`src/rtl/dem_ngay_thang_nam.sv`:
```
// Calendar date counter and editor: keeps a BCD day/month/year (20xx),
// advances on the daily rollover pulse and offers a three-field button
// editor with month-length and leap-year awareness.
module dem_ngay_thang_nam #(
    parameter logic [7:0] NGAY_RESET  = 8'h01,
    parameter logic [7:0] THANG_RESET = 8'h01,
    parameter logic [7:0] NAM_RESET   = 8'h00
) (
    input  logic       clk,
    input  logic       rst,
    input  logic       tick_ngay,
    input  logic       btn_mode,
    input  logic       btn_up,
    input  logic       btn_down,
    output logic [7:0] ngay,
    output logic [7:0] thang,
    output logic [7:0] nam,
    output logic [1:0] che_do,
    output logic [2:0] nhay,
    output logic       nam_tran
);

    localparam logic [1:0] RUN       = 2'd0;
    localparam logic [1:0] SET_NGAY  = 2'd1;
    localparam logic [1:0] SET_THANG = 2'd2;
    localparam logic [1:0] SET_NAM   = 2'd3;

    logic [7:0] ngay_q, ngay_d;
    logic [7:0] thang_q, thang_d;
    logic [7:0] nam_q, nam_d;
    logic [1:0] che_do_q, che_do_d;
    logic [2:0] nhay_q, nhay_d;
    logic       nam_tran_q, nam_tran_d;

    logic       step_up;
    logic       step_down;
    logic [7:0] maxd_cur;

    logic [7:0] roll_ngay;
    logic [7:0] roll_thang;
    logic [7:0] roll_nam;
    logic       roll_wrap;

    logic [7:0] edit_ngay;
    logic [7:0] edit_thang;
    logic [7:0] edit_nam;
    logic [7:0] maxd_edit;
    logic [7:0] clamp_ngay;

    // Two-digit BCD increment; units carry into tens, 99 wraps to 00.
    function automatic logic [7:0] bcd_inc(input logic [7:0] v);
        logic [7:0] r;
        if (v[3:0] == 4'd9) begin
            r[3:0] = 4'd0;
            r[7:4] = (v[7:4] == 4'd9) ? 4'd0 : v[7:4] + 4'd1;
        end else begin
            r[3:0] = v[3:0] + 4'd1;
            r[7:4] = v[7:4];
        end
        return r;
    endfunction

    // Two-digit BCD decrement; units borrow from tens, 00 wraps to 99.
    function automatic logic [7:0] bcd_dec(input logic [7:0] v);
        logic [7:0] r;
        if (v[3:0] == 4'd0) begin
            r[3:0] = 4'd9;
            r[7:4] = (v[7:4] == 4'd0) ? 4'd9 : v[7:4] - 4'd1;
        end else begin
            r[3:0] = v[3:0] - 4'd1;
            r[7:4] = v[7:4];
        end
        return r;
    endfunction

    // Divisible-by-4 test done directly on the BCD digits: an even tens
    // digit needs units 0/4/8, an odd tens digit needs units 2/6.
    function automatic logic is_leap(input logic [7:0] y);
        logic leap;
        if (y[4] == 1'b0) begin
            leap = (y[3:0] == 4'd0) || (y[3:0] == 4'd4) || (y[3:0] == 4'd8);
        end else begin
            leap = (y[3:0] == 4'd2) || (y[3:0] == 4'd6);
        end
        return leap;
    endfunction

    // Last legal day (BCD) of the given month in the given year.
    function automatic logic [7:0] max_day(input logic [7:0] m, input logic [7:0] y);
        logic [7:0] d;
        case (m)
            8'h02:                      d = is_leap(y) ? 8'h29 : 8'h28;
            8'h04, 8'h06, 8'h09, 8'h11: d = 8'h30;
            default:                    d = 8'h31;
        endcase
        return d;
    endfunction

    // Edit-state sequencing and the matching blink select.
    always_comb begin
        che_do_d = che_do_q;
        if (btn_mode) begin
            che_do_d = (che_do_q == SET_NAM) ? RUN : che_do_q + 2'd1;
        end
        case (che_do_d)
            SET_NGAY:  nhay_d = 3'b001;
            SET_THANG: nhay_d = 3'b010;
            SET_NAM:   nhay_d = 3'b100;
            default:   nhay_d = 3'b000;
        endcase
    end

    // Daily rollover: next day, or first of next month, or new year.
    always_comb begin
        maxd_cur   = max_day(thang_q, nam_q);
        roll_ngay  = ngay_q;
        roll_thang = thang_q;
        roll_nam   = nam_q;
        roll_wrap  = 1'b0;
        if (ngay_q < maxd_cur) begin
            roll_ngay = bcd_inc(ngay_q);
        end else begin
            roll_ngay = 8'h01;
            if (thang_q == 8'h12) begin
                roll_thang = 8'h01;
                roll_nam   = bcd_inc(nam_q);
                roll_wrap  = (nam_q == 8'h99);
            end else begin
                roll_thang = bcd_inc(thang_q);
            end
        end
    end

    // Field edits with wraparound; a month or year change clamps the day
    // in the same cycle so an illegal date never reaches the outputs.
    always_comb begin
        step_up    = btn_up & ~btn_down & ~btn_mode;
        step_down  = btn_down & ~btn_up & ~btn_mode;
        edit_ngay  = ngay_q;
        edit_thang = thang_q;
        edit_nam   = nam_q;
        if (step_up) begin
            edit_ngay  = (ngay_q >= maxd_cur) ? 8'h01 : bcd_inc(ngay_q);
            edit_thang = (thang_q == 8'h12) ? 8'h01 : bcd_inc(thang_q);
            edit_nam   = bcd_inc(nam_q);
        end else if (step_down) begin
            edit_ngay  = (ngay_q == 8'h01) ? maxd_cur : bcd_dec(ngay_q);
            edit_thang = (thang_q == 8'h01) ? 8'h12 : bcd_dec(thang_q);
            edit_nam   = bcd_dec(nam_q);
        end
        if (che_do_q == SET_THANG) begin
            maxd_edit = max_day(edit_thang, nam_q);
        end else begin
            maxd_edit = max_day(thang_q, edit_nam);
        end
        clamp_ngay = (ngay_q > maxd_edit) ? maxd_edit : ngay_q;
    end

    // Select which candidate date becomes the next state for this mode.
    always_comb begin
        ngay_d     = ngay_q;
        thang_d    = thang_q;
        nam_d      = nam_q;
        nam_tran_d = 1'b0;
        case (che_do_q)
            RUN: begin
                if (tick_ngay) begin
                    ngay_d     = roll_ngay;
                    thang_d    = roll_thang;
                    nam_d      = roll_nam;
                    nam_tran_d = roll_wrap;
                end
            end
            SET_NGAY: begin
                ngay_d = edit_ngay;
            end
            SET_THANG: begin
                thang_d = edit_thang;
                ngay_d  = clamp_ngay;
            end
            default: begin
                nam_d  = edit_nam;
                ngay_d = clamp_ngay;
            end
        endcase
    end

    // State registers; reset aborts any edit and restores the reset date.
    always_ff @(posedge clk or posedge rst) begin
        if (rst) begin
            ngay_q     <= NGAY_RESET;
            thang_q    <= THANG_RESET;
            nam_q      <= NAM_RESET;
            che_do_q   <= RUN;
            nhay_q     <= 3'b000;
            nam_tran_q <= 1'b0;
        end else begin
            ngay_q     <= ngay_d;
            thang_q    <= thang_d;
            nam_q      <= nam_d;
            che_do_q   <= che_do_d;
            nhay_q     <= nhay_d;
            nam_tran_q <= nam_tran_d;
        end
    end

    assign ngay     = ngay_q;
    assign thang    = thang_q;
    assign nam      = nam_q;
    assign che_do   = che_do_q;
    assign nhay     = nhay_q;
    assign nam_tran = nam_tran_q;

endmodule
```
`config.mk`:
```
export PLATFORM = sky130hd
export DESIGN_NAME = dem_ngay_thang_nam
export DESIGN_NICKNAME = d
export VERILOG_FILES = /design/src/rtl/dem_ngay_thang_nam.sv
export SDC_FILE = /design/constraint.sdc
export NUM_CORES = 1
export LEC_CHECK = 0
export ABC_AREA = 1
export CELL_PAD_IN_SITES_DETAIL_PLACEMENT = 1
export CELL_PAD_IN_SITES_GLOBAL_PLACEMENT = 2
export CORE_UTILIZATION = 34
export DETAILED_ROUTE_END_ITERATION = 8
export GPL_TIMING_DRIVEN = 0
export PLACE_DENSITY = 0.89
export SLEW_MARGIN = 20
export SYNTH_ARGS = -nofsm -noshare
export SYNTH_HDL_FRONTEND = slang
export SYNTH_SLANG_ARGS = --single-unit
```
`constraint.sdc`:
```
create_clock -name clk -period 4.85 [get_ports clk]
set_input_delay 0.97 -clock clk [delete_from_list [all_inputs] [get_ports clk]]
set_output_delay 0.97 -clock clk [all_outputs]
set_load 0.005 [all_outputs]
```
==> results.tsv, run 1 <==
metric	value	unit
hold_viol	0	
r2r_cells	24	
synth_seq_cells	30	
ys_seq_area_share	23.5	%
synth.distinct_cells	44	
dieArea	9800	µm²
cts_hold_buf	0	
worstHoldPathType	flop to flop	
crit_path_max_fanout	10	
grt_antenna_before_repair	0	
fillers	1239	
status	complete, no violations	
cp_num_buf_inv	6	
wl_per_cell	15.8	µm
first_global_vias	3448	
netlist_area	3200	µm²
first_pass_iters	4	
worstMarginPinSlew	0.746	ns
p_switching	1.46	mW
start_util	34.8	%
synth-edff-count	0	
core_area	9200	µm²
post_synth.cell_area_avg	6.40	µm²
synth_area_leader_cell	dfrtp_1	
place_hpwl	7940	µm
clock.fmax	227	MHz
io_pins	36	
worstPathRequired	5.06	ns
numCtsBuffers	5	
syn_inst	500	
globalplace.congestion	0.858	
clk_path_buf_depth	2	
cp_common_cell	nand2_1	
hold_start	ngay[0]$_DFFE_PP1P_	
clock_skew	0.00959	ns
antenna_cells	0	
insertion_delay	0.30	ns
layout-drive-gt1-share	12.5	%
reg2reg_slack	1.16	ns
yosys.area.top_type_share	21.9	%
r2r_start	nam[0]$_DFFE_PP0P_	
grt_pass1_wl	17600	µm
slew_viol_final	0	
internal_power	1.19	mW
synth_nets	522	
end_kind	flop	
p_leak	1.80	nW
cap_violations	0	
power_density	700	nW/µm²
portBuffers	35	
max-vdd-ir-drop	259	µV
rows	35	
drcViolationCount	0	
worstReg2RegEnd	ngay[4]$_DFFE_PP0P_	
power	2.65	mW
synth.area.top_cells	dfrtp_1 (22%), nand2_1 (15%), nand3_1 (8.1%)	
postCtsSetupBuffers	0	
cts.htree.levels	2	
sw_frac_of_total	55.2	%
cts_num_sinks	30	
clock-root-buffer	clkbuf_8	
die_w	99.0	µm
hold_end	ngay[0]$_DFFE_PP1P_	
slowest_delay	0.57	ns
critical_path_class	primary input to flop	
cpMaxStageDelayCell	clkdlybuf4s50_1	
fin_crit_sh	90.9	%
yosys_warnings	0	
p_clk_share	8.7	%
clk_pin_slew	0.08	ns
overflow	0	
synthFlopType	dfrtp_1	
timing.hold.ws	0.567	ns
gr-usage-all-layers	22.5	%
holdPathStages	2	
cpLargestDelayFamily	buffers and inverters	
wl	10300	µm
grt_max_degree	31	
cts_tree	done	
routed_via_density	5.28	
setup_viol	0	
startpoint_type	primary input	
cts-resized-gates	0	
nNetsFinal	564	
combPwrFrac	70.5	%
fin_setup_tns	0	ns
post-route-min-period	4.41	ns
rsz0062_at_grt	no	
relSlewSlack	50.2	%
cp.arrival	4.62	ns
worstPathCellList	clkdlybuf4s50_1 -> inv_2 -> nand3_4 -> inv_2 -> buf_6 -> nand3_1 -> nand2_1 -> inv_1 -> nand2_1 -> nand3_1 -> nand2_1 -> nand2_1 -> nand2_1 -> and3_1 -> ha_1 -> nand4_1 -> nand3_1 -> a31oi_2 -> o21ai_1 -> inv_2 -> o21ai_0 -> o22ai_1	
die_h	99.0	µm
async_flop_share	100	%
postRouteAntennaNets	0	
area_growth	18.3	%
pwr-share-seq	20.7	%
route.vias.total	3450	
drt_iter0_drc	131	
tightest hold or removal path: stages, from the launching register on:
cell     delay [ns]
dfstp_2        0.42
nor2_1         0.11
a21oi_1        0.05
cell usage in the layout, fill, tap and decap left out, types with 8 or more instances in the layout:
| cell type | synthesis | final |
|---|---|---|
| a21oi_1 | 10 | 10 |
| clkdlybuf4s50_1 | 0 | 35 |
| dfrtp_1 | 28 | 28 |
| ha_1 | 16 | 16 |
| inv_1 | 54 | 53 |
| inv_2 | 15 | 16 |
| nand2_1 | 129 | 129 |
| nand2_2 | 8 | 8 |
| nand3_1 | 52 | 52 |
| nand4_1 | 10 | 10 |
| nor2_1 | 47 | 47 |
| o21ai_0 | 43 | 43 |
| o21ai_1 | 8 | 8 |
| xor2_1 | 9 | 9 |
per-stage QoR:
| step | worst slack (ns) | utilization (%) | cells | area [µm²] |
|---|---|---|---|---|
| 6_report | 0.439 | 41.2 | 654 | 3780 |
| 5_1_grt | 0.0870 | 41.2 | 654 | 3780 |
| 4_1_cts | 0.428 | 41.2 | 654 | 3780 |
| 3_5_place_dp | 0.145 | 40.1 | 646 | 3690 |
| 3_3_place_gp | 0.217 | 40.1 | 646 | 3690 |
| 2_1_floorplan | 1.53 | - | 500 | 3200 |
flip-flops by register name, summed over array words and instances, names as in the netlist:
register	flops
thang	8
ngay	8
che_do	2
nam	8
nam_tran	1
nhay	3
cell families after synthesis:
family | synth area share (%)
adder cells (fa/ha/maj) | 6.25
buffers and inverters | 9.69
flip-flops | 23.5
AO/OA/AOI/OAI | 18.3
XOR/XNOR | 2.46
AND/OR/NAND/NOR | 39.7
power groups by stage:
stage	clock [mW]	combinational, mW	sequential (mW)
after floorplan	0	1.28	0.517
after global placement	0	1.82	0.547
after detailed placement	0	1.87	0.553
after CTS	0.240	1.88	0.551
after global routing	0.249	2.14	0.571
final	0.232	1.87	0.549
final cells by class:
type | count | area, µm² | share of cell area, %
repair buffers | 35 | 350 | 9.26
inverters | 71 | 268 | 7.07
well taps | 111 | 139 | 3.67
flip-flops and latches | 30 | 753 | 19.9
clock buffers | 6 | 82.6 | 2.18
plain buffers | 6 | 42.5 | 1.12
multi-input cells | 393 | 2140 | 56.5
clock inverters | 2 | 12.5 | 0.331
synth_stat cells (all sizes together), types with 3 or more instances:
cell and count:
a21oi 12, a22oi 4, a31oi 8, buf 6
dfrtp 28, ha 16, inv 69, nand2 139
nand3 57, nand4 10, nor2 56, nor3 4
o211ai 3, o21ai 55, o22ai 4, xor2 9
per-layer routing:
metal | global-route usage [%] | vias up | part of all wire [%]
met4 | 4.13 | 0 | 0.72
met3 | 2.84 | 7 | 3.0
met1 | 31.6 | 1657 | 49
li1 | - | 1740 | -
met2 | 37.3 | 46 | 47
met5 | 0 | - | 0
worst max path at each step:
stage	start	to	slack [ns]	cells after the start
5_1_grt	btn_mode	ngay[5]$_DFFE_PP0P_	0.09	24
3_5_place_dp	btn_mode	ngay[5]$_DFFE_PP0P_	0.15	22
4_1_cts	btn_mode	ngay[5]$_DFFE_PP0P_	0.43	22
3_3_place_gp	btn_mode	ngay[4]$_DFFE_PP0P_	0.22	22
6_report	btn_mode	ngay[4]$_DFFE_PP0P_	0.44	22
2_1_floorplan	btn_mode	ngay[4]$_DFFE_PP0P_	1.53	21
(Power assumes the default switching activity.)
==> inputs of run 2 (changes only) <==
--- a/config.mk
+++ b/config.mk
@@ -10,7 +10,6 @@
 export CELL_PAD_IN_SITES_GLOBAL_PLACEMENT = 2
 export CORE_UTILIZATION = 34
 export DETAILED_ROUTE_END_ITERATION = 8
-export GPL_TIMING_DRIVEN = 0
 export PLACE_DENSITY = 0.89
 export SLEW_MARGIN = 20
 export SYNTH_ARGS = -nofsm -noshare
==> results.tsv, run 2 (synthesis gave the netlist of run 1 again) <==
metric	value	unit
status	complete, no violations	
worstHoldPathType	flop to flop	
routed_via_density	5.41	
r2r_start	nam[0]$_DFFE_PP0P_	
critical_path_class	primary input to flop	
postCtsSetupBuffers	0	
cpMaxStageDelayCell	clkdlybuf4s50_1	
grt_pass1_wl	17200	µm
area_growth	17.4	%
power_density	709	nW/µm²
wl_per_cell	15.8	µm
clock_skew	0.00569	ns
relSlewSlack	62.4	%
start_util	34.8	%
postRouteAntennaNets	0	
cts_num_sinks	30	
cts_hold_buf	0	
cts.htree.levels	2	
cap_violations	0	
drt_iter0_drc	134	
die_h	99.0	µm
fin_setup_tns	0	ns
crit_path_max_fanout	18	
antenna_cells	0	
io_pins	36	
layout-drive-gt1-share	11.7	%
rsz0062_at_grt	no	
seqCellArea	753	µm²
clk_pin_slew	0.07	ns
drcViolationCount	0	
wl	10300	µm
multi_input_area	2140	µm²
dieArea	9800	µm²
cp_common_cell	nand2_1	
finalNonFillerCells	650	
end_kind	flop	
core_area	9200	µm²
first_global_vias	3459	
portBuffers	35	
grt_antenna_before_repair	0	
setup_viol	0	
power	2.66	mW
startpoint_type	primary input	
p_leak	1.79	nW
clk_path_buf_depth	2	
insertion_delay	0.29	ns
cts-resized-gates	0	
hold_start	ngay[0]$_DFFE_PP1P_	
r2r_cells	21	
fillers	1224	
layout_commonest_cell	nand2_1	
first_pass_iters	4	
gr-usage-all-layers	22.1	%
worstMarginPinSlew	0.564	ns
slowest_delay	0.55	ns
slew_viol_final	0	
overflow	0	
worstPathRequired	5.07	ns
route.vias.total	3517	
finish.utilization	40.9	%
worstReg2RegEnd	ngay[0]$_DFFE_PP1P_	
max-vdd-ir-drop	233	µV
globalplace.congestion	0.893	
clock.fmax	247	MHz
cts_tree	done	
fin_crit_sh	83.5	%
place_hpwl	8140	µm
grt_max_degree	31	
nNetsFinal	560	
timing.hold.ws	0.570	ns
final_cell_mix	nand2_1 (129), inv_1 (54), nand3_1 (52)	
place_inst	642	
hold_viol	0	
hold_end	ngay[0]$_DFFE_PP1P_	
clock-root-buffer	clkbuf_8	
rows	35	
cp.arrival	4.27	ns
die_w	99.0	µm
reg2reg_slack	1.58	ns
holdPathStages	2	
numCtsBuffers	5	
post-route-min-period	4.05	ns
worstPathCellList	clkdlybuf4s50_1 -> inv_2 -> nand3_4 -> inv_2 -> nor2_1 -> nand3_1 -> nand2_1 -> nand2_1 -> nand2_1 -> nand3_1 -> nand2_1 -> nand2_1 -> nand2_1 -> and3_1 -> ha_1 -> nand4_1 -> nand3_1 -> a31oi_2 -> buf_4 -> nand2_1 -> a21oi_1 -> a21oi_1	
==> run 2: changes by cell type in the layout (fill, tap and decap cells not counted), sizes merged <==
cell  previous run  this run
buf              6         2
==> run 2: worst max path at each step <==
stage / slack (ns) / depth (start not counted) / startpoint / to
3_5_place_dp: 0.51 / 20 / btn_mode / ngay[4]$_DFFE_PP0P_
4_1_cts: 0.80 / 19 / btn_mode / ngay[4]$_DFFE_PP0P_
3_3_place_gp: 0.64 / 19 / btn_mode / ngay[4]$_DFFE_PP0P_
5_1_grt: 0.47 / 21 / btn_mode / ngay[7]$_DFFE_PP0P_
6_report: 0.80 / 22 / btn_mode / ngay[0]$_DFFE_PP1P_
2_1_floorplan: 1.53 / 21 / btn_mode / ngay[4]$_DFFE_PP0P_
==> run 2: report_power, final <==
part	switching (mW)	total [mW]	internal, mW
clock	0.113	0.227	0.114
sequential	0.190	0.562	0.373
combinational	1.17	1.88	0.704
==> run 2: per-stage QoR <==
step                      area, µm²  setup WS, ns
after floorplan                3200          1.53
after global placement         3660         0.640
after detailed placement       3660         0.513
after CTS                      3760         0.797
after global routing           3760         0.473
final                          3760         0.799
==> run 2: worst max-delay path: cells and delay by family <==
| kind | cells | cell delay, ns |
|---|---|---|
| AND/OR/NAND/NOR | 14 | 1.36 |
| buffers and inverters | 4 | 1.28 |
| adder cells (fa/ha/maj) | 1 | 0.28 |
| AO/OA/AOI/OAI | 3 | 0.37 |
==> run 2: cell type report <==
class                   instances  share of cell area (%)
well taps                     111                    3.70
flip-flops and latches         30                    20.0
repair buffers                 37                    9.72
inverters                      71                    7.13
clock inverters                 2                   0.333
clock buffers                   6                    2.20
multi-input cells             393                    56.9
==> run 2: metal layers <==
layer  vias to the layer above  global-route usage, %  routed length, µm
met3                         9                   2.91                285
met1                      1721                   30.5               5150
met5                         -                      0                  0
met2                        50                   36.8               4720
li1                       1737                      -                  -
met4                         0                   4.25                101
==> inputs of run 3 (changes only) <==
--- a/config.mk
+++ b/config.mk
@@ -8,9 +8,9 @@
 export ABC_AREA = 1
 export CELL_PAD_IN_SITES_DETAIL_PLACEMENT = 1
 export CELL_PAD_IN_SITES_GLOBAL_PLACEMENT = 2
-export CORE_UTILIZATION = 34
+export CORE_UTILIZATION = 28
 export DETAILED_ROUTE_END_ITERATION = 8
-export PLACE_DENSITY = 0.89
+export PLACE_DENSITY = 0.79
 export SLEW_MARGIN = 20
 export SYNTH_ARGS = -nofsm -noshare
 export SYNTH_HDL_FRONTEND = slang
==> constraint.sdc (replaced) <==
create_clock -name clk -period 3.64 [get_ports clk]
set_input_delay 0.728 -clock clk [delete_from_list [all_inputs] [get_ports clk]]
set_output_delay 0.728 -clock clk [all_outputs]
set_load 0.005 [all_outputs]
==> results.tsv, run 3 (synthesis gave the netlist of run 1 again) <==
metric	value	unit
io_pins	36	
globalplace.congestion	0.818	
antenna_cells	0	
clk_pin_slew	0.05	ns
wl_per_cell	15.7	µm
rows	38	
relSlewSlack	61.7	%
cap_violations	0	
gr-usage-all-layers	19.7	%
p_leak	1.97	nW
status	complete, no violations	
clock_skew	0.00790	ns
cts_num_sinks	30	
final_cell_mix	nand2_1 (127), inv_1 (50), nand3_1 (50)	
dieArea	11900	µm²
route.vias.total	3560	
layout_commonest_cell	nand2_1	
portBuffers	35	
insertion_delay	0.28	ns
overflow	0	
start_util	29.1	%
r2r_cells	22	
worstHoldPathType	flop to flop	
cts.htree.levels	2	
post-route-min-period	3.32	ns
drcViolationCount	0	
cp.arrival	3.52	ns
cts_hold_buf	0	
place_hpwl	8660	µm
critical_path_class	primary input to flop	
die_h	109	µm
area_growth	27.6	%
slew_viol_final	0	
die_w	109	µm
clock.fmax	301	MHz
power_density	938	nW/µm²
layout-drive-gt1-share	17.3	%
fillers	1434	
first_pass_iters	4	
startpoint_type	primary input	
worstMarginPinSlew	0.575	ns
grt_antenna_before_repair	0	
rsz0062_at_grt	no	
nNetsFinal	583	
hold_viol	0	
multi_input_area	2160	µm²
worstPathRequired	3.84	ns
postRouteAntennaNets	0	
grt_max_degree	31	
holdPathStages	2	
grt_pass1_wl	18300	µm
clk_path_buf_depth	2	
numCtsBuffers	5	
setup_viol	0	
drt_iter0_drc	129	
fin_crit_sh	91.2	%
finish.utilization	37.2	%
wl	11000	µm
end_kind	flop	
crit_path_max_fanout	8	
seqCellArea	753	µm²
first_global_vias	3644	
clock-root-buffer	clkbuf_16	
routed_via_density	5.07	
power	3.83	mW
cts_tree	done	
core_area	11000	µm²
max-vdd-ir-drop	297	µV
-- run 3: per-stage QoR --
step                hold slack (ns)  instances  instance area [µm²]  setup slack (ns)  setup TNS, ns
finish                        0.560        702                 4090             0.321              0
global route                  0.598        702                 4090           0.00160              0
CTS                           0.569        699                 4010            0.0412              0
detailed placement            0.557        691                 3850            -0.217          -1.18
global placement              0.555        691                 3850            -0.135         -0.685
floorplan                     0.524        500                 3200             0.560              0
-- run 3: worst paths after layout --
kind / startpoint / endpoint / slack (ns)
worst max-delay path: btn_up / ngay[0]$_DFFE_PP1P_ / 0.32
worst min-delay path: ngay[0]$_DFFE_PP1P_ / ngay[0]$_DFFE_PP1P_ / 0.56
worst max register to register: thang[1]$_DFFE_PP0P_ / thang[4]$_DFFE_PP0P_ / 0.41
worst min register to register: ngay[0]$_DFFE_PP1P_ / ngay[0]$_DFFE_PP1P_ / 0.56
max in group asynchronous: rst / ngay[0]$_DFFE_PP1P_ / 2.43
min in group asynchronous: rst / thang[6]$_DFFE_PP0P_ / 0.85
-- run 3: critical path, stage by stage --
cell and delay (ns):
dlymetal6s2s_1 0.18, inv_2 0.11, nand2_1 0.09, nor2_4 0.20, buf_4 0.16, nand2_1 0.07, o21ai_0 0.19, nand2_1 0.11
nand4_1 0.09, nand3_1 0.10, nand2_1 0.07, nand2_1 0.05, nand2_1 0.09, and3_4 0.18, ha_1 0.22, nand4_1 0.09
nand3_1 0.10, a31oi_2 0.22, buf_4 0.20, nand2_1 0.06, a21oi_1 0.12, a21oi_1 0.09
-- run 3: timing repair --
item                                    4_1_cts  5_1_grt
gates resized for setup                       0       20
endpoints found under the setup margin        0        8
endpoints found under the hold margin         0        0
buffers inserted                              0        3
-- run 3: per-layer routing --
layer	track usage (%)	wire length (µm)	vias up
li1	-	-	1799
met3	2.45	295	14
met2	32.7	5290	53
met4	4.83	145	0
met1	26.8	5280	1694
met5	0	0	-
-- run 3: power by group --
part / internal (mW) / total [mW] / switching (mW) / leakage (nW)
Sequential: 0.497 / 0.756 / 0.259 / 0.364
Clock: 0.320 / 0.480 / 0.160 / 0.0836
Combinational: 1.00 / 2.59 / 1.59 / 1.52
Total: 1.82 / 3.83 / 2.01 / 1.97
-- run 3: final cells by class --
| type | count | area share, % |
|---|---|---|
| Clock inverter | 3 | 0.980 |
| Sequential cell | 30 | 18.4 |
| Timing Repair Buffer | 60 | 13.7 |
| Inverter | 71 | 6.62 |
| Tap cell | 140 | 4.29 |
| Clock buffer | 5 | 3.06 |
| Multi-Input combinational cell | 393 | 53.0 |
